## config.mk

```make
export PLATFORM = sky130hd
export DESIGN_NAME = control_unit_flat
export DESIGN_NICKNAME = d
export VERILOG_FILES = /design/src/rtl/control_unit_pkg.sv /design/src/rtl/control_unit_if.sv /design/src/rtl/control_unit_alu_sel.sv /design/src/rtl/control_unit.sv /design/src/flat_wrapper.sv
export SDC_FILE = /design/constraint.sdc
export NUM_CORES = 1
export LEC_CHECK = 0
export BUFFER_PORTS_ARGS = -buffer_cell sky130_fd_sc_hd__buf_2
export CAP_MARGIN = 20
export CORE_ASPECT_RATIO = 0.7
export CORE_MARGIN = 5
export CORE_UTILIZATION = 52
export CTS_CLUSTER_DIAMETER = 30
export DETAILED_ROUTE_END_ITERATION = 6
export GPL_ROUTABILITY_DRIVEN = 0
export HOLD_SLACK_MARGIN = 0.03
export PLACE_DENSITY = 0.82
export SETUP_SLACK_MARGIN = 0.4
export SYNTH_ARGS = -nofsm -noshare
export SYNTH_HDL_FRONTEND = slang
export SYNTH_HIERARCHICAL = 1
export SYNTH_SLANG_ARGS = --single-unit
```

## constraint.sdc

```tcl
create_clock -name clock -period 3.9 [get_ports clock]
set_clock_uncertainty 0.05 [all_clocks]
set_input_delay 0.195 -clock clock [delete_from_list [all_inputs] [get_ports clock]]
set_output_delay 0.195 -clock clock [all_outputs]
set_load 0.01 [all_outputs]
```

## src/rtl/control_unit_pkg.sv

```systemverilog
// Shared types for the hardwired control sequencer: opcodes, FSM states,
// ALU select indices and the registered control word.
package cu_pkg;

  localparam int OP_W = 5;
  typedef logic [OP_W-1:0] op_t;

  localparam op_t OP_LD   = 5'b00000;
  localparam op_t OP_LDI  = 5'b00001;
  localparam op_t OP_ST   = 5'b00010;
  localparam op_t OP_ADD  = 5'b00011;
  localparam op_t OP_SUB  = 5'b00100;
  localparam op_t OP_AND  = 5'b00101;
  localparam op_t OP_OR   = 5'b00110;
  localparam op_t OP_ROR  = 5'b00111;
  localparam op_t OP_ROL  = 5'b01000;
  localparam op_t OP_SHR  = 5'b01001;
  localparam op_t OP_SHRA = 5'b01010;
  localparam op_t OP_SHL  = 5'b01011;
  localparam op_t OP_ADDI = 5'b01100;
  localparam op_t OP_ANDI = 5'b01101;
  localparam op_t OP_ORI  = 5'b01110;
  localparam op_t OP_DIV  = 5'b01111;
  localparam op_t OP_MUL  = 5'b10000;
  localparam op_t OP_NEG  = 5'b10001;
  localparam op_t OP_NOT  = 5'b10010;
  localparam op_t OP_BR   = 5'b10011;
  localparam op_t OP_JR   = 5'b10100;
  localparam op_t OP_JAL  = 5'b10101;
  localparam op_t OP_IN   = 5'b10110;
  localparam op_t OP_OUT  = 5'b10111;
  localparam op_t OP_MFHI = 5'b11000;
  localparam op_t OP_MFLO = 5'b11001;
  localparam op_t OP_NOP  = 5'b11010;
  localparam op_t OP_HALT = 5'b11011;

  typedef enum logic [3:0] {
    S_RESET, S_T0, S_T1, S_T2, S_T3, S_T4, S_T5, S_T6, S_T7, S_HALT
  } state_t;

  localparam int ALU_W    = 13;
  localparam int ALU_ADD  = 0;
  localparam int ALU_SUB  = 1;
  localparam int ALU_MUL  = 2;
  localparam int ALU_DIV  = 3;
  localparam int ALU_AND  = 4;
  localparam int ALU_OR   = 5;
  localparam int ALU_SHR  = 6;
  localparam int ALU_SHRA = 7;
  localparam int ALU_SHL  = 8;
  localparam int ALU_ROR  = 9;
  localparam int ALU_ROL  = 10;
  localparam int ALU_NEG  = 11;
  localparam int ALU_NOT  = 12;

  typedef logic [ALU_W-1:0] alu_sel_t;
  localparam alu_sel_t SEL_ADD = alu_sel_t'(1 << ALU_ADD);

  typedef struct packed {
    logic     hi_in, lo_in, hi_out, lo_out;
    logic     zhigh_in, zlow_in, zhigh_out, zlow_out;
    logic     pc_in, pc_out, inc_pc;
    logic     mdr_in, mdr_out, mar_in, md_mux_read, ir_in, y_in, cse_out;
    logic     inport_out, outport_in;
    alu_sel_t alu;
    logic     gra, grb, grc, r_in, r_out, ba_out;
    logic     ram_read, ram_write, con_in;
  } ctrl_t;

  function automatic logic is_rtype(op_t op);
    return (op >= OP_ADD) && (op <= OP_SHL);
  endfunction

  function automatic logic is_imm(op_t op);
    return (op >= OP_ADDI) && (op <= OP_ORI);
  endfunction

  function automatic logic is_muldiv(op_t op);
    return (op == OP_MUL) || (op == OP_DIV);
  endfunction

  function automatic logic is_negnot(op_t op);
    return (op == OP_NEG) || (op == OP_NOT);
  endfunction

  // Final execute step of each instruction; halt is handled separately in T3.
  function automatic state_t last_step(op_t op);
    if (is_rtype(op) || is_imm(op) || op == OP_LDI) return S_T5;
    if (op == OP_LD || op == OP_ST)                 return S_T7;
    if (is_muldiv(op) || op == OP_BR)               return S_T6;
    if (is_negnot(op) || op == OP_JAL)              return S_T4;
    return S_T3;
  endfunction

endpackage

```

## src/rtl/control_unit_if.sv

```systemverilog
// Control-unit <-> datapath bundle. CU_MEM_WAIT_EN adds the MemReady handshake.
interface control_unit_if;
  logic [31:0] IR;
  logic ConFFQ, Stop, Run;
  logic HIin, LOin, HIout, LOout, Zhighin, Zlowin, Zhighout, Zlowout;
  logic PCin, PCout, IncPC, MDRin, MDRout, MARin, MDMuxread, IRin, Yin, CSEout;
  logic InPortout, OutPortin;
  logic ADD, SUB, MUL, DIV, AND, OR, SHR, SHRA, SHL, ROR, ROL, NEG, NOT;
  logic Gra, Grb, Grc, Rin, Rout, BAout;
  logic RAMread, RAMwrite, CONin;
`ifdef CU_MEM_WAIT_EN
  logic MemReady;
`endif

  modport master (
`ifdef CU_MEM_WAIT_EN
    input  MemReady,
`endif
    input  IR, ConFFQ, Stop,
    output Run, HIin, LOin, HIout, LOout, Zhighin, Zlowin, Zhighout, Zlowout,
    output PCin, PCout, IncPC, MDRin, MDRout, MARin, MDMuxread, IRin, Yin, CSEout,
    output InPortout, OutPortin,
    output ADD, SUB, MUL, DIV, AND, OR, SHR, SHRA, SHL, ROR, ROL, NEG, NOT,
    output Gra, Grb, Grc, Rin, Rout, BAout, RAMread, RAMwrite, CONin
  );

  modport slave (
`ifdef CU_MEM_WAIT_EN
    output MemReady,
`endif
    output IR, ConFFQ, Stop,
    input  Run, HIin, LOin, HIout, LOout, Zhighin, Zlowin, Zhighout, Zlowout,
    input  PCin, PCout, IncPC, MDRin, MDRout, MARin, MDMuxread, IRin, Yin, CSEout,
    input  InPortout, OutPortin,
    input  ADD, SUB, MUL, DIV, AND, OR, SHR, SHRA, SHL, ROR, ROL, NEG, NOT,
    input  Gra, Grb, Grc, Rin, Rout, BAout, RAMread, RAMwrite, CONin
  );
endinterface

```

## src/rtl/control_unit_alu_sel.sv

```systemverilog
// Opcode to one-hot ALU select for the R-type, immediate, mul/div and neg/not groups.
module cu_alu_sel
  import cu_pkg::*;
(
  input  op_t      opcode,
  output alu_sel_t sel
);

  always_comb begin
    sel = '0;
    case (opcode)
      OP_ADD, OP_ADDI: sel[ALU_ADD]  = 1'b1;
      OP_SUB:          sel[ALU_SUB]  = 1'b1;
      OP_AND, OP_ANDI: sel[ALU_AND]  = 1'b1;
      OP_OR,  OP_ORI:  sel[ALU_OR]   = 1'b1;
      OP_ROR:          sel[ALU_ROR]  = 1'b1;
      OP_ROL:          sel[ALU_ROL]  = 1'b1;
      OP_SHR:          sel[ALU_SHR]  = 1'b1;
      OP_SHRA:         sel[ALU_SHRA] = 1'b1;
      OP_SHL:          sel[ALU_SHL]  = 1'b1;
      OP_MUL:          sel[ALU_MUL]  = 1'b1;
      OP_DIV:          sel[ALU_DIV]  = 1'b1;
      OP_NEG:          sel[ALU_NEG]  = 1'b1;
      OP_NOT:          sel[ALU_NOT]  = 1'b1;
      default:         ;
    endcase
  end

endmodule

```

## src/rtl/control_unit.sv

```systemverilog
// Hardwired Moore control sequencer for Datapath (falling-edge state register).
// Optional CU_MEM_WAIT_EN: T1, ld-T6 and st-T7 stretch until MemReady.
module control_unit
  import cu_pkg::*;
#(
  parameter int OPW = OP_W
) (
  input logic            clock,
  input logic            clear,
  control_unit_if.master cu
);

  state_t   state, nxt;
  ctrl_t    ctrl, nxt_ctrl;
  logic     run;
  op_t      opcode;
  alu_sel_t op_sel;
  logic     mem_ready, hold;

  assign opcode = cu.IR[31 -: OPW];

`ifdef CU_MEM_WAIT_EN
  assign mem_ready = cu.MemReady;
`else
  assign mem_ready = 1'b1;
`endif

  cu_alu_sel u_alu_sel (
    .opcode (opcode),
    .sel    (op_sel)
  );

  assign hold = !mem_ready &&
                ((state == S_T1) ||
                 (state == S_T6 && opcode == OP_LD) ||
                 (state == S_T7 && opcode == OP_ST));

  always_comb begin
    nxt = state;
    if (!hold) begin
      case (state)
        S_RESET: nxt = S_T0;
        S_T0:    nxt = S_T1;
        S_T1:    nxt = S_T2;
        S_T2:    nxt = S_T3;
        S_HALT:  nxt = S_HALT;
        default: begin
          if (state == S_T3 && opcode == OP_HALT)
            nxt = S_HALT;
          else if (state == last_step(opcode))
            nxt = cu.Stop ? S_HALT : S_T0;
          else
            nxt = state_t'(state + 4'd1);
        end
      endcase
    end
  end

  // Outputs are decoded from the next state and registered alongside it, so they
  // equal a Moore decode of the current state without combinational glitches.
  always_comb begin
    nxt_ctrl = '0;
    case (nxt)
      S_T0: begin
        nxt_ctrl.pc_out = 1'b1; nxt_ctrl.mar_in = 1'b1;
        nxt_ctrl.inc_pc = 1'b1; nxt_ctrl.zlow_in = 1'b1;
      end
      S_T1: begin
        nxt_ctrl.zlow_out = 1'b1; nxt_ctrl.pc_in = 1'b1; nxt_ctrl.md_mux_read = 1'b1;
        nxt_ctrl.ram_read = 1'b1; nxt_ctrl.mdr_in = 1'b1;
      end
      S_T2: begin
        nxt_ctrl.mdr_out = 1'b1; nxt_ctrl.ir_in = 1'b1;
      end
      S_T3: begin
        if (is_rtype(opcode) || is_imm(opcode)) begin
          nxt_ctrl.grb = 1'b1; nxt_ctrl.r_out = 1'b1; nxt_ctrl.y_in = 1'b1;
        end else if (opcode inside {OP_LD, OP_LDI, OP_ST}) begin
          nxt_ctrl.grb = 1'b1; nxt_ctrl.ba_out = 1'b1; nxt_ctrl.y_in = 1'b1;
        end else if (is_muldiv(opcode)) begin
          nxt_ctrl.gra = 1'b1; nxt_ctrl.r_out = 1'b1; nxt_ctrl.y_in = 1'b1;
        end else if (is_negnot(opcode)) begin
          nxt_ctrl.grb = 1'b1; nxt_ctrl.r_out = 1'b1;
          nxt_ctrl.alu = op_sel; nxt_ctrl.zlow_in = 1'b1;
        end else begin
          case (opcode)
            OP_BR:   begin nxt_ctrl.gra = 1'b1; nxt_ctrl.r_out = 1'b1; nxt_ctrl.con_in = 1'b1; end
            OP_JR:   begin nxt_ctrl.gra = 1'b1; nxt_ctrl.r_out = 1'b1; nxt_ctrl.pc_in = 1'b1; end
            OP_JAL:  begin nxt_ctrl.pc_out = 1'b1; nxt_ctrl.grb = 1'b1; nxt_ctrl.r_in = 1'b1; end
            OP_IN:   begin nxt_ctrl.inport_out = 1'b1; nxt_ctrl.gra = 1'b1; nxt_ctrl.r_in = 1'b1; end
            OP_OUT:  begin nxt_ctrl.gra = 1'b1; nxt_ctrl.r_out = 1'b1; nxt_ctrl.outport_in = 1'b1; end
            OP_MFHI: begin nxt_ctrl.hi_out = 1'b1; nxt_ctrl.gra = 1'b1; nxt_ctrl.r_in = 1'b1; end
            OP_MFLO: begin nxt_ctrl.lo_out = 1'b1; nxt_ctrl.gra = 1'b1; nxt_ctrl.r_in = 1'b1; end
            default: ;
          endcase
        end
      end
      S_T4: begin
        if (is_rtype(opcode)) begin
          nxt_ctrl.grc = 1'b1; nxt_ctrl.r_out = 1'b1;
          nxt_ctrl.alu = op_sel; nxt_ctrl.zlow_in = 1'b1;
        end else if (is_imm(opcode)) begin
          nxt_ctrl.cse_out = 1'b1; nxt_ctrl.alu = op_sel; nxt_ctrl.zlow_in = 1'b1;
        end else if (opcode inside {OP_LD, OP_LDI, OP_ST}) begin
          nxt_ctrl.cse_out = 1'b1; nxt_ctrl.alu = SEL_ADD; nxt_ctrl.zlow_in = 1'b1;
        end else if (is_muldiv(opcode)) begin
          nxt_ctrl.grb = 1'b1; nxt_ctrl.r_out = 1'b1; nxt_ctrl.alu = op_sel;
          nxt_ctrl.zlow_in = 1'b1; nxt_ctrl.zhigh_in = 1'b1;
        end else if (is_negnot(opcode)) begin
          nxt_ctrl.zlow_out = 1'b1; nxt_ctrl.gra = 1'b1; nxt_ctrl.r_in = 1'b1;
        end else if (opcode == OP_BR) begin
          nxt_ctrl.pc_out = 1'b1; nxt_ctrl.y_in = 1'b1;
        end else if (opcode == OP_JAL) begin
          nxt_ctrl.gra = 1'b1; nxt_ctrl.r_out = 1'b1; nxt_ctrl.pc_in = 1'b1;
        end
      end
      S_T5: begin
        if (is_rtype(opcode) || is_imm(opcode) || opcode == OP_LDI) begin
          nxt_ctrl.zlow_out = 1'b1; nxt_ctrl.gra = 1'b1; nxt_ctrl.r_in = 1'b1;
        end else if (opcode == OP_LD || opcode == OP_ST) begin
          nxt_ctrl.zlow_out = 1'b1; nxt_ctrl.mar_in = 1'b1;
        end else if (is_muldiv(opcode)) begin
          nxt_ctrl.zlow_out = 1'b1; nxt_ctrl.lo_in = 1'b1;
        end else if (opcode == OP_BR) begin
          nxt_ctrl.cse_out = 1'b1; nxt_ctrl.alu = SEL_ADD; nxt_ctrl.zlow_in = 1'b1;
        end
      end
      S_T6: begin
        if (opcode == OP_LD) begin
          nxt_ctrl.md_mux_read = 1'b1; nxt_ctrl.ram_read = 1'b1; nxt_ctrl.mdr_in = 1'b1;
        end else if (opcode == OP_ST) begin
          nxt_ctrl.gra = 1'b1; nxt_ctrl.r_out = 1'b1; nxt_ctrl.mdr_in = 1'b1;
        end else if (is_muldiv(opcode)) begin
          nxt_ctrl.zhigh_out = 1'b1; nxt_ctrl.hi_in = 1'b1;
        end else if (opcode == OP_BR) begin
          nxt_ctrl.zlow_out = 1'b1; nxt_ctrl.pc_in = cu.ConFFQ;
        end
      end
      S_T7: begin
        if (opcode == OP_LD) begin
          nxt_ctrl.mdr_out = 1'b1; nxt_ctrl.gra = 1'b1; nxt_ctrl.r_in = 1'b1;
        end else if (opcode == OP_ST) begin
          nxt_ctrl.ram_write = 1'b1;
        end
      end
      default: ;
    endcase
  end

  always_ff @(negedge clock or posedge clear) begin
    if (clear) begin
      state <= S_RESET;
      ctrl  <= '0;
      run   <= 1'b1;
    end else begin
      state <= nxt;
      ctrl  <= nxt_ctrl;
      run   <= (nxt != S_HALT);
    end
  end

  assign cu.Run       = run;
  assign cu.HIin      = ctrl.hi_in;
  assign cu.LOin      = ctrl.lo_in;
  assign cu.HIout     = ctrl.hi_out;
  assign cu.LOout     = ctrl.lo_out;
  assign cu.Zhighin   = ctrl.zhigh_in;
  assign cu.Zlowin    = ctrl.zlow_in;
  assign cu.Zhighout  = ctrl.zhigh_out;
  assign cu.Zlowout   = ctrl.zlow_out;
  assign cu.PCin      = ctrl.pc_in;
  assign cu.PCout     = ctrl.pc_out;
  assign cu.IncPC     = ctrl.inc_pc;
  assign cu.MDRin     = ctrl.mdr_in;
  assign cu.MDRout    = ctrl.mdr_out;
  assign cu.MARin     = ctrl.mar_in;
  assign cu.MDMuxread = ctrl.md_mux_read;
  assign cu.IRin      = ctrl.ir_in;
  assign cu.Yin       = ctrl.y_in;
  assign cu.CSEout    = ctrl.cse_out;
  assign cu.InPortout = ctrl.inport_out;
  assign cu.OutPortin = ctrl.outport_in;
  assign cu.ADD       = ctrl.alu[ALU_ADD];
  assign cu.SUB       = ctrl.alu[ALU_SUB];
  assign cu.MUL       = ctrl.alu[ALU_MUL];
  assign cu.DIV       = ctrl.alu[ALU_DIV];
  assign cu.AND       = ctrl.alu[ALU_AND];
  assign cu.OR        = ctrl.alu[ALU_OR];
  assign cu.SHR       = ctrl.alu[ALU_SHR];
  assign cu.SHRA      = ctrl.alu[ALU_SHRA];
  assign cu.SHL       = ctrl.alu[ALU_SHL];
  assign cu.ROR       = ctrl.alu[ALU_ROR];
  assign cu.ROL       = ctrl.alu[ALU_ROL];
  assign cu.NEG       = ctrl.alu[ALU_NEG];
  assign cu.NOT       = ctrl.alu[ALU_NOT];
  assign cu.Gra       = ctrl.gra;
  assign cu.Grb       = ctrl.grb;
  assign cu.Grc       = ctrl.grc;
  assign cu.Rin       = ctrl.r_in;
  assign cu.Rout      = ctrl.r_out;
  assign cu.BAout     = ctrl.ba_out;
  assign cu.RAMread   = ctrl.ram_read;
  assign cu.RAMwrite  = ctrl.ram_write;
  assign cu.CONin     = ctrl.con_in;

endmodule

```

## src/flat_wrapper.sv

```systemverilog
// flat-port wrapper written by rule: the top's interface ports become plain ports
module control_unit_flat import cu_pkg::*;
#(
  parameter int OPW = OP_W
)
  (clock, clear, cu_IR, cu_ConFFQ, cu_Stop, cu_Run, cu_HIin, cu_LOin, cu_HIout, cu_LOout, cu_Zhighin, cu_Zlowin, cu_Zhighout, cu_Zlowout, cu_PCin, cu_PCout, cu_IncPC, cu_MDRin, cu_MDRout, cu_MARin, cu_MDMuxread, cu_IRin, cu_Yin, cu_CSEout, cu_InPortout, cu_OutPortin, cu_ADD, cu_SUB, cu_MUL, cu_DIV, cu_AND, cu_OR, cu_SHR, cu_SHRA, cu_SHL, cu_ROR, cu_ROL, cu_NEG, cu_NOT, cu_Gra, cu_Grb, cu_Grc, cu_Rin, cu_Rout, cu_BAout, cu_RAMread, cu_RAMwrite, cu_CONin);
  control_unit_if cu_i ();
  input logic clock;
  input logic clear;
  input wire logic [$bits(cu_i.IR)-1:0] cu_IR;
  input wire logic [$bits(cu_i.ConFFQ)-1:0] cu_ConFFQ;
  input wire logic [$bits(cu_i.Stop)-1:0] cu_Stop;
  output wire logic [$bits(cu_i.Run)-1:0] cu_Run;
  output wire logic [$bits(cu_i.HIin)-1:0] cu_HIin;
  output wire logic [$bits(cu_i.LOin)-1:0] cu_LOin;
  output wire logic [$bits(cu_i.HIout)-1:0] cu_HIout;
  output wire logic [$bits(cu_i.LOout)-1:0] cu_LOout;
  output wire logic [$bits(cu_i.Zhighin)-1:0] cu_Zhighin;
  output wire logic [$bits(cu_i.Zlowin)-1:0] cu_Zlowin;
  output wire logic [$bits(cu_i.Zhighout)-1:0] cu_Zhighout;
  output wire logic [$bits(cu_i.Zlowout)-1:0] cu_Zlowout;
  output wire logic [$bits(cu_i.PCin)-1:0] cu_PCin;
  output wire logic [$bits(cu_i.PCout)-1:0] cu_PCout;
  output wire logic [$bits(cu_i.IncPC)-1:0] cu_IncPC;
  output wire logic [$bits(cu_i.MDRin)-1:0] cu_MDRin;
  output wire logic [$bits(cu_i.MDRout)-1:0] cu_MDRout;
  output wire logic [$bits(cu_i.MARin)-1:0] cu_MARin;
  output wire logic [$bits(cu_i.MDMuxread)-1:0] cu_MDMuxread;
  output wire logic [$bits(cu_i.IRin)-1:0] cu_IRin;
  output wire logic [$bits(cu_i.Yin)-1:0] cu_Yin;
  output wire logic [$bits(cu_i.CSEout)-1:0] cu_CSEout;
  output wire logic [$bits(cu_i.InPortout)-1:0] cu_InPortout;
  output wire logic [$bits(cu_i.OutPortin)-1:0] cu_OutPortin;
  output wire logic [$bits(cu_i.ADD)-1:0] cu_ADD;
  output wire logic [$bits(cu_i.SUB)-1:0] cu_SUB;
  output wire logic [$bits(cu_i.MUL)-1:0] cu_MUL;
  output wire logic [$bits(cu_i.DIV)-1:0] cu_DIV;
  output wire logic [$bits(cu_i.AND)-1:0] cu_AND;
  output wire logic [$bits(cu_i.OR)-1:0] cu_OR;
  output wire logic [$bits(cu_i.SHR)-1:0] cu_SHR;
  output wire logic [$bits(cu_i.SHRA)-1:0] cu_SHRA;
  output wire logic [$bits(cu_i.SHL)-1:0] cu_SHL;
  output wire logic [$bits(cu_i.ROR)-1:0] cu_ROR;
  output wire logic [$bits(cu_i.ROL)-1:0] cu_ROL;
  output wire logic [$bits(cu_i.NEG)-1:0] cu_NEG;
  output wire logic [$bits(cu_i.NOT)-1:0] cu_NOT;
  output wire logic [$bits(cu_i.Gra)-1:0] cu_Gra;
  output wire logic [$bits(cu_i.Grb)-1:0] cu_Grb;
  output wire logic [$bits(cu_i.Grc)-1:0] cu_Grc;
  output wire logic [$bits(cu_i.Rin)-1:0] cu_Rin;
  output wire logic [$bits(cu_i.Rout)-1:0] cu_Rout;
  output wire logic [$bits(cu_i.BAout)-1:0] cu_BAout;
  output wire logic [$bits(cu_i.RAMread)-1:0] cu_RAMread;
  output wire logic [$bits(cu_i.RAMwrite)-1:0] cu_RAMwrite;
  output wire logic [$bits(cu_i.CONin)-1:0] cu_CONin;
  assign cu_i.IR = cu_IR;
  assign cu_i.ConFFQ = cu_ConFFQ;
  assign cu_i.Stop = cu_Stop;
  assign cu_Run = cu_i.Run;
  assign cu_HIin = cu_i.HIin;
  assign cu_LOin = cu_i.LOin;
  assign cu_HIout = cu_i.HIout;
  assign cu_LOout = cu_i.LOout;
  assign cu_Zhighin = cu_i.Zhighin;
  assign cu_Zlowin = cu_i.Zlowin;
  assign cu_Zhighout = cu_i.Zhighout;
  assign cu_Zlowout = cu_i.Zlowout;
  assign cu_PCin = cu_i.PCin;
  assign cu_PCout = cu_i.PCout;
  assign cu_IncPC = cu_i.IncPC;
  assign cu_MDRin = cu_i.MDRin;
  assign cu_MDRout = cu_i.MDRout;
  assign cu_MARin = cu_i.MARin;
  assign cu_MDMuxread = cu_i.MDMuxread;
  assign cu_IRin = cu_i.IRin;
  assign cu_Yin = cu_i.Yin;
  assign cu_CSEout = cu_i.CSEout;
  assign cu_InPortout = cu_i.InPortout;
  assign cu_OutPortin = cu_i.OutPortin;
  assign cu_ADD = cu_i.ADD;
  assign cu_SUB = cu_i.SUB;
  assign cu_MUL = cu_i.MUL;
  assign cu_DIV = cu_i.DIV;
  assign cu_AND = cu_i.AND;
  assign cu_OR = cu_i.OR;
  assign cu_SHR = cu_i.SHR;
  assign cu_SHRA = cu_i.SHRA;
  assign cu_SHL = cu_i.SHL;
  assign cu_ROR = cu_i.ROR;
  assign cu_ROL = cu_i.ROL;
  assign cu_NEG = cu_i.NEG;
  assign cu_NOT = cu_i.NOT;
  assign cu_Gra = cu_i.Gra;
  assign cu_Grb = cu_i.Grb;
  assign cu_Grc = cu_i.Grc;
  assign cu_Rin = cu_i.Rin;
  assign cu_Rout = cu_i.Rout;
  assign cu_BAout = cu_i.BAout;
  assign cu_RAMread = cu_i.RAMread;
  assign cu_RAMwrite = cu_i.RAMwrite;
  assign cu_CONin = cu_i.CONin;
  control_unit #(.OPW(OPW)) u_core (.clock(clock), .clear(clear), .cu(cu_i));
endmodule
```

==> flow_metrics.py, run 1 <==
metrics = {
    "cells_and_area": {
        "post-route-cell-area_sq_um": 4120,
        "registers.top_by_ff_count": "u_core/state",
        "drive_gt1_share_pct": 51.5,
        "flip_flop_count_of_the_largest_register_after_layout": 4,
        "diodes": 0,
        "final_nets": 449,
        "syn_to_final_growth_pct": 55.5,
        "fill_cells": 248,
    },
    "hold_path": {
        "min-delay-start": "u_core/state[1]",
        "min_delay_worst_endpoint": "u_core/state[3]",
        "class_of_the_most_critical_hold_timing_path": "flip-flop to flip-flop",
        "worst_hold_path.num_cells": 5,
    },
    "synthesis": {
        "syn_area_sq_um": 2650,
        "dominant_combinational_cell_family_by_area_after_synthesis": "simple AND/OR/NAND/NOR gates",
        "synth_flop_type": "sky130_fd_sc_hd__dfrtn_1",
        "ys_seq_area_share_pct": 42.6,
        "synth_simple_gate_area_share_pct": 29.6,
        "synth.net_count": 335,
        "synth_xor_xnor_area_share_pct": 0.661,
        "yosys.area_share.adder_pct": 1.89,
        "post_synth_num_cell_types": 63,
        "yosys-mux-area-fraction_pct": 0.803,
        "ys_seq_elements": 45,
        "ys_async_sr_fraction_pct": 100,
        "synth_compound_area_share_pct": 17.7,
        "synth_edf_count": 0,
        "post_synth_inst_count": 295,
        "yosys_warnings": 6,
        "synthesis.area_per_instance_sq_um": 8.98,
    },
    "route": {
        "route.detailed.vias_per_inst": 6.22,
        "route.final.wire_length_um": 9910,
        "antenna_violating_nets_post_route": 0,
        "detailroute.via_count": 2980,
        "post-route-drc-count": 0,
        "route.detailed.wl_per_inst_um": 20.7,
        "detailedRoute.firstPassIterationCount": 7,
        "dr.first_iter.drc_count": 514,
    },
    "status": {
        "violations_in_the_final_reports": "negative setup slack",
        "status": "finished with violations",
    },
    "power": {
        "ir_drop_mv": 0.499,
        "power.internal_w": 0.00178,
        "combinationalPowerShare_pct": 72.6,
        "pwr-share-clk_pct": 9.2,
        "power.density_nw_per_um2": 823,
        "power.sequential.fraction_pct": 18.2,
        "swShare_pct": 47.5,
        "total_switching_power_w": 0.00161,
        "leakagePower_nw": 1.94,
    },
    "sta": {
        "grt_setup_unrepaired": "yes",
        "hold_violations": 0,
        "max_slew_headroom_pct": 61.9,
        "setup_viol_count_final": 43,
        "fin_ws_ps": -562,
        "report.final.slew_viol_count": 0,
        "worst_slew_pin_slew_ps": 568,
        "worst_slack_on_hold_paths_ps": 929,
    },
    "cts": {
        "tritoncts.num_buffers": 5,
        "clock_path_buffers": 2,
        "clkTransAtPathRegs_ps": 70,
        "cts.sinks": 45,
        "worst_skew_pair_later_pin_latency_ps": 310,
        "tritoncts_clock_tree": "built",
        "clock_tree.htree_level_count": 2,
        "ctsRootBufferMaster": "sky130_fd_sc_hd__clkbuf_8",
    },
    "worst_setup_path": {
        "r2r.worst_path.cells": 11,
        "cp_cell_sequence": "buf_2 -> nand4_1 -> o221ai_4 -> xnor2_2 -> nor4b_4 -> buf_6 -> buf_12 -> buf_12 -> mux2i_4 -> nor2_4 -> buf_6 -> buf_16 -> nand4_1 -> o21ai_2",
        "timing.critical_path.buf_inv": 6,
        "worst-setup-path-type": "input pin to flip-flop",
        "end_kind": "flip-flop",
        "critPathArrivalTime_ps": 2610,
        "r2r-start": "u_core/state[0]",
        "slowest_delay_ps": 300,
        "worst-path-max-fanout": 8,
        "reg2reg_slack_ps": 940,
        "critical_path.slowest_cell": "sky130_fd_sc_hd__o221ai_4",
        "crit_path_start_kind": "input pin",
        "critical_path.top_delay_family": "buffers and inverters",
        "critical_path_required_ps": 2050,
        "worst_r2r_endpoint": "u_core/cu.SHRA",
    },
    "global_routing": {
        "met3_global_route_usage_pct": 7.48,
        "pin_count_of_the_biggest_net_entering_global_routing": 22,
        "vias_in_the_first_global_route": 2859,
        "grt_overflow": 0,
        "grt_antenna_before_repair": 0,
        "track_usage_pct": 27.3,
        "grt_util_met2_pct": 42.5,
        "top_usage_layer": "met2",
        "grtUsageMet1_pct": 35.6,
        "wire_length_of_the_first_global_routing_pass_um": 14300,
    },
    "die": {
        "core_area_sq_um": 4860,
        "start_util_pct": 54.5,
        "die_width_um": 95.3,
        "fp.dieH_um": 69.7,
        "pin_count": 79,
        "design.die.area_sq_um": 6640,
        "floorplan.rows": 21,
    },
    "placement": {
        "place.port_buffers": 51,
        "post_placement_cell_area_sq_um": 3320,
        "detailed_place_hpwl_um": 5610,
    },
    "run": {
        "max_cap_viol_count": 0,
    },
}
[timing repair]
item / CTS / global route
buffers inserted: 15 / 6
hold buffers: 0 / 0
endpoints found under the setup margin: 45 / 45
pin swaps: 22 / 21
cloned: 3 / 0
resized for setup: 70 / 44
[layout by cell type (no fill, tap or decap), types with 7 or more instances in the layout]
master                     n
sky130_fd_sc_hd__and2_1    7
sky130_fd_sc_hd__inv_1    11
sky130_fd_sc_hd__nor3_1   12
sky130_fd_sc_hd__buf_2    48
sky130_fd_sc_hd__dfrtn_1  44
sky130_fd_sc_hd__nand3_1   8
sky130_fd_sc_hd__o21ai_0   9
sky130_fd_sc_hd__buf_6    16
sky130_fd_sc_hd__a21oi_1  13
sky130_fd_sc_hd__nor2_1   16
sky130_fd_sc_hd__buf_4    55
sky130_fd_sc_hd__nand2_1  17
[cell families (layout without fill, tap and decap cells)]
group                      Yosys count  after routing
muxes                                2              2
buffers and inverters               39            153
xor gates and xnor gates             2              2
adders and majority gates            4              4
AOI/OAI and AO/OA                   70             70
DFF                                 45             45
and+or+nand+nor                    133            134
[synth_stat cells, drive strengths merged (9+ instances only)]
master,number,area [sq um]
o21ai,18,93.8
dfrtn,44,1100
inv,18,67.6
and2,13,81.3
buf,12,80.1
a21oi,17,85.1
nor3,16,85.1
clkbuf,9,33.8
nand2,21,78.8
nand3,12,60.1
nor4,13,81.3
nor2,21,88.8
[final cells by class]
class / instances / area [sq um] / share of cell area, %
inverters: 17 / 76.3 / 1.85
clock buffers: 5 / 68.8 / 1.67
flip-flops and latches: 45 / 1130 / 27.4
repair buffers: 127 / 988 / 24.0
clock inverters: 4 / 23.8 / 0.577
well taps: 69 / 86.3 / 2.10
multi-input cells: 212 / 1750 / 42.4
[worst register-to-register path, stage by stage (launching register included)]
cell	delay [ps]
sky130_fd_sc_hd__dfrtn_1	590
sky130_fd_sc_hd__ha_1	260
sky130_fd_sc_hd__inv_1	90
sky130_fd_sc_hd__a221o_1	350
sky130_fd_sc_hd__nor2b_2	180
sky130_fd_sc_hd__a22oi_1	340
sky130_fd_sc_hd__buf_4	220
sky130_fd_sc_hd__nor4_1	60
sky130_fd_sc_hd__o21ai_1	200
sky130_fd_sc_hd__a311oi_4	150
sky130_fd_sc_hd__buf_6	170
sky130_fd_sc_hd__and2_1	150
[worst max path at each step]
stage	startpoint	to	slack (ps)	cells past startpoint
final	cu_IR[27]	u_core/cu.Yin	-560	14
after CTS	cu_IR[29]	u_core/cu.Rout	-410	10
after floorplan	cu_IR[27]	u_core/cu.Zlowout	-660	11
after global placement	cu_IR[31]	u_core/cu.Zlowout	-770	10
after detailed placement	cu_IR[31]	u_core/cu.Rout	-890	10
after global routing	cu_IR[27]	u_core/cu.Rin	-580	13
[metrics by stage]
step	util, %	total power (W)	setup WS (ps)	std cells	setup TNS (ps)
2_1_floorplan	-	0.00150	-662	295	-22810
3_3_place_gp	67.8	0.00204	-770	446	-29140
3_5_place_dp	68.3	0.00207	-889	447	-32210
4_1_cts	79.9	0.00291	-406	473	-13210
5_1_grt	84.7	0.00352	-578	479	-21130
6_report	84.7	0.00339	-562	479	-19870
[per-layer routing]
metal,vias to the layer above,share of wire [%]
li1,1295,-
met1,1419,39
met2,226,48
met3,40,11
met4,0,2.4
met5,-,0
[power by group through the flow]
stage	sequential, W	clock (W)	combinational (W)
after floorplan	0.000625	0.00000321	0.000869
after global placement	0.000616	0.00000321	0.00142
after detailed placement	0.000618	0.00000321	0.00145
after CTS	0.000615	0.000312	0.00198
after global routing	0.000625	0.000344	0.00255
final	0.000617	0.000313	0.00246
Power figures use the tool's default switching activity.
==> inputs of run 2 (changes only) <==
- RECOVER_POWER: not set -> 25
==> run 2 against run 1 <==
Critical path type unchanged. Sequential power hardly changed. First-iteration DRC count is 1.2% lower. Critical path depth stayed put. Non-clock buffer count stayed put. Largest power group unchanged. Utilization is 0.57 points lower. The run still ends with negative setup slack left. Setup slack better by 3.4 ps. Clock power hardly changed. Die area stayed put. Register-to-register slack hardly changed.
==> flow_metrics.py, run 2 (synthesis results as in run 1) <==
metrics = {
    "cts": {
        "cts.sinks": 45,
        "worst_skew_pair_later_pin_latency_ps": 310,
        "clkTransAtPathRegs_ps": 70,
        "ctsRootBufferMaster": "sky130_fd_sc_hd__clkbuf_8",
        "tritoncts_clock_tree": "built",
        "clock_path_buffers": 2,
        "clock_tree.htree_level_count": 2,
        "tritoncts.num_buffers": 5,
    },
    "worst_setup_path": {
        "worst-setup-path-type": "input pin to flip-flop",
        "critPathArrivalTime_ps": 2610,
        "end_kind": "flip-flop",
        "critical_path.slowest_cell": "sky130_fd_sc_hd__o221ai_4",
        "critical_path_required_ps": 2050,
        "slowest_delay_ps": 300,
        "cp_cell_sequence": "buf_2 -> nand4_1 -> o221ai_4 -> xnor2_2 -> nor4b_4 -> buf_6 -> buf_12 -> buf_12 -> mux2i_4 -> nor2_4 -> buf_6 -> buf_16 -> nand4_1 -> o21ai_2",
        "crit_path_start_kind": "input pin",
        "worst-path-max-fanout": 8,
    },
    "die": {
        "pin_count": 79,
        "design.die.area_sq_um": 6640,
        "floorplan.rows": 21,
        "fp.dieH_um": 69.7,
        "start_util_pct": 54.5,
        "die_width_um": 95.3,
        "core_area_sq_um": 4860,
    },
    "run": {
        "max_cap_viol_count": 0,
    },
    "route": {
        "dr.first_iter.drc_count": 508,
        "route.final.wire_length_um": 9870,
        "post-route-drc-count": 0,
        "route.detailed.wl_per_inst_um": 20.6,
        "route.detailed.vias_per_inst": 6.23,
        "antenna_violating_nets_post_route": 0,
        "detailedRoute.firstPassIterationCount": 6,
        "detailroute.via_count": 2982,
    },
    "sta": {
        "worst_slew_pin_slew_ps": 1050,
        "grt_setup_unrepaired": "yes",
        "report.final.slew_viol_count": 0,
        "hold_violations": 0,
        "max_slew_headroom_pct": 30.3,
        "worst_slack_on_hold_paths_ps": 925,
        "setup_viol_count_final": 43,
        "fin_ws_ps": -559,
    },
    "placement": {
        "detailed_place_hpwl_um": 5610,
        "place.port_buffers": 51,
    },
    "power": {
        "power.density_nw_per_um2": 825,
        "total_power_w": 0.00338,
        "ir_drop_mv": 0.496,
        "leakagePower_nw": 1.93,
    },
    "status": {
        "status": "finished with violations",
        "violations_in_the_final_reports": "negative setup slack",
    },
    "cells_and_area": {
        "final_nets": 449,
        "drive_gt1_share_pct": 51.0,
        "syn_to_final_growth_pct": 54.5,
        "diodes": 0,
        "leading_cell_types_in_the_layout_fill_and_taps_excluded": "sky130_fd_sc_hd__buf_4 (54), sky130_fd_sc_hd__buf_2 (48), sky130_fd_sc_hd__dfrtn_1 (44)",
        "layout_utilization_pct": 84.2,
        "final_common_cell": "sky130_fd_sc_hd__buf_4",
        "registers.top_by_ff_count": "u_core/state",
        "flip_flop_count_of_the_largest_register_after_layout": 4,
    },
    "global_routing": {
        "pin_count_of_the_biggest_net_entering_global_routing": 22,
        "wire_length_of_the_first_global_routing_pass_um": 14300,
        "track_usage_pct": 27.3,
        "vias_in_the_first_global_route": 2859,
        "grt_antenna_before_repair": 0,
        "grt_overflow": 0,
    },
    "hold_path": {
        "class_of_the_most_critical_hold_timing_path": "flip-flop to flip-flop",
    },
}
==> run 2: through the flow <==
step	TNS, ps	std cells	area (sq um)	setup WS, ps
finish	-19750	479	4090	-559
global placement	-29140	446	3290	-770
CTS	-13210	473	3880	-406
detailed placement	-32210	447	3320	-889
global route	-21130	479	4090	-578
floorplan	-22810	295	2700	-662
==> run 2: final cells by class <==
class,instances,area [sq um]
Timing Repair Buffer,127,961
Inverter,17,76.3
Clock buffer,5,68.8
Fill cell,254,769
Clock inverter,4,23.8
Multi-Input combinational cell,212,1750
Tap cell,69,86.3
Sequential cell,45,1130
==> run 2: per-layer routing <==
layer	share of wire, %	vias up	global-route usage, %
met5	0	-	0
met4	2.8	0	10.6
met3	12	49	7.48
met1	38	1386	35.6
met2	47	252	42.5
li1	-	1295	-
==> run 2: final timing paths <==
kind / start / slack [ps] / cells after the start / endpoint
max in group asynchronous: clear / 890 / 3 / u_core/cu.HIout
max reg2reg: u_core/state[0] / 950 / 11 / u_core/cu.SHRA
min: u_core/state[1] / 920 / 5 / u_core/state[3]
min in group asynchronous: clear / 1610 / 2 / u_core/state[0]
min reg2reg: u_core/state[1] / 920 / 5 / u_core/state[3]
max: cu_IR[27] / -560 / 14 / u_core/cu.Yin
==> run 2: report_power, final <==
part	internal, W	switching [W]	total, W
clock	0.000129	0.000186	0.000316
combinational	0.00110	0.00135	0.00244
sequential	0.000550	0.0000669	0.000617
total	0.00178	0.00160	0.00338
==> run 2: timing repair <==
action	4_1_cts	5_1_grt
gates resized for setup	70	44
hold buffers	0	0
pin swaps	22	21
buffers inserted	15	6
setup endpoints to repair	45	45
gates cloned	3	0
==> run 2: critical path: cells and delay by family <==
| kind | cells | cell delay [ps] |
|---|---|---|
| AND/OR/NAND/NOR | 4 | 760 |
| buffers and inverters | 6 | 820 |
| AO/OA/AOI/OAI | 2 | 380 |
| multiplexers | 1 | 280 |
| XOR/XNOR | 1 | 160 |
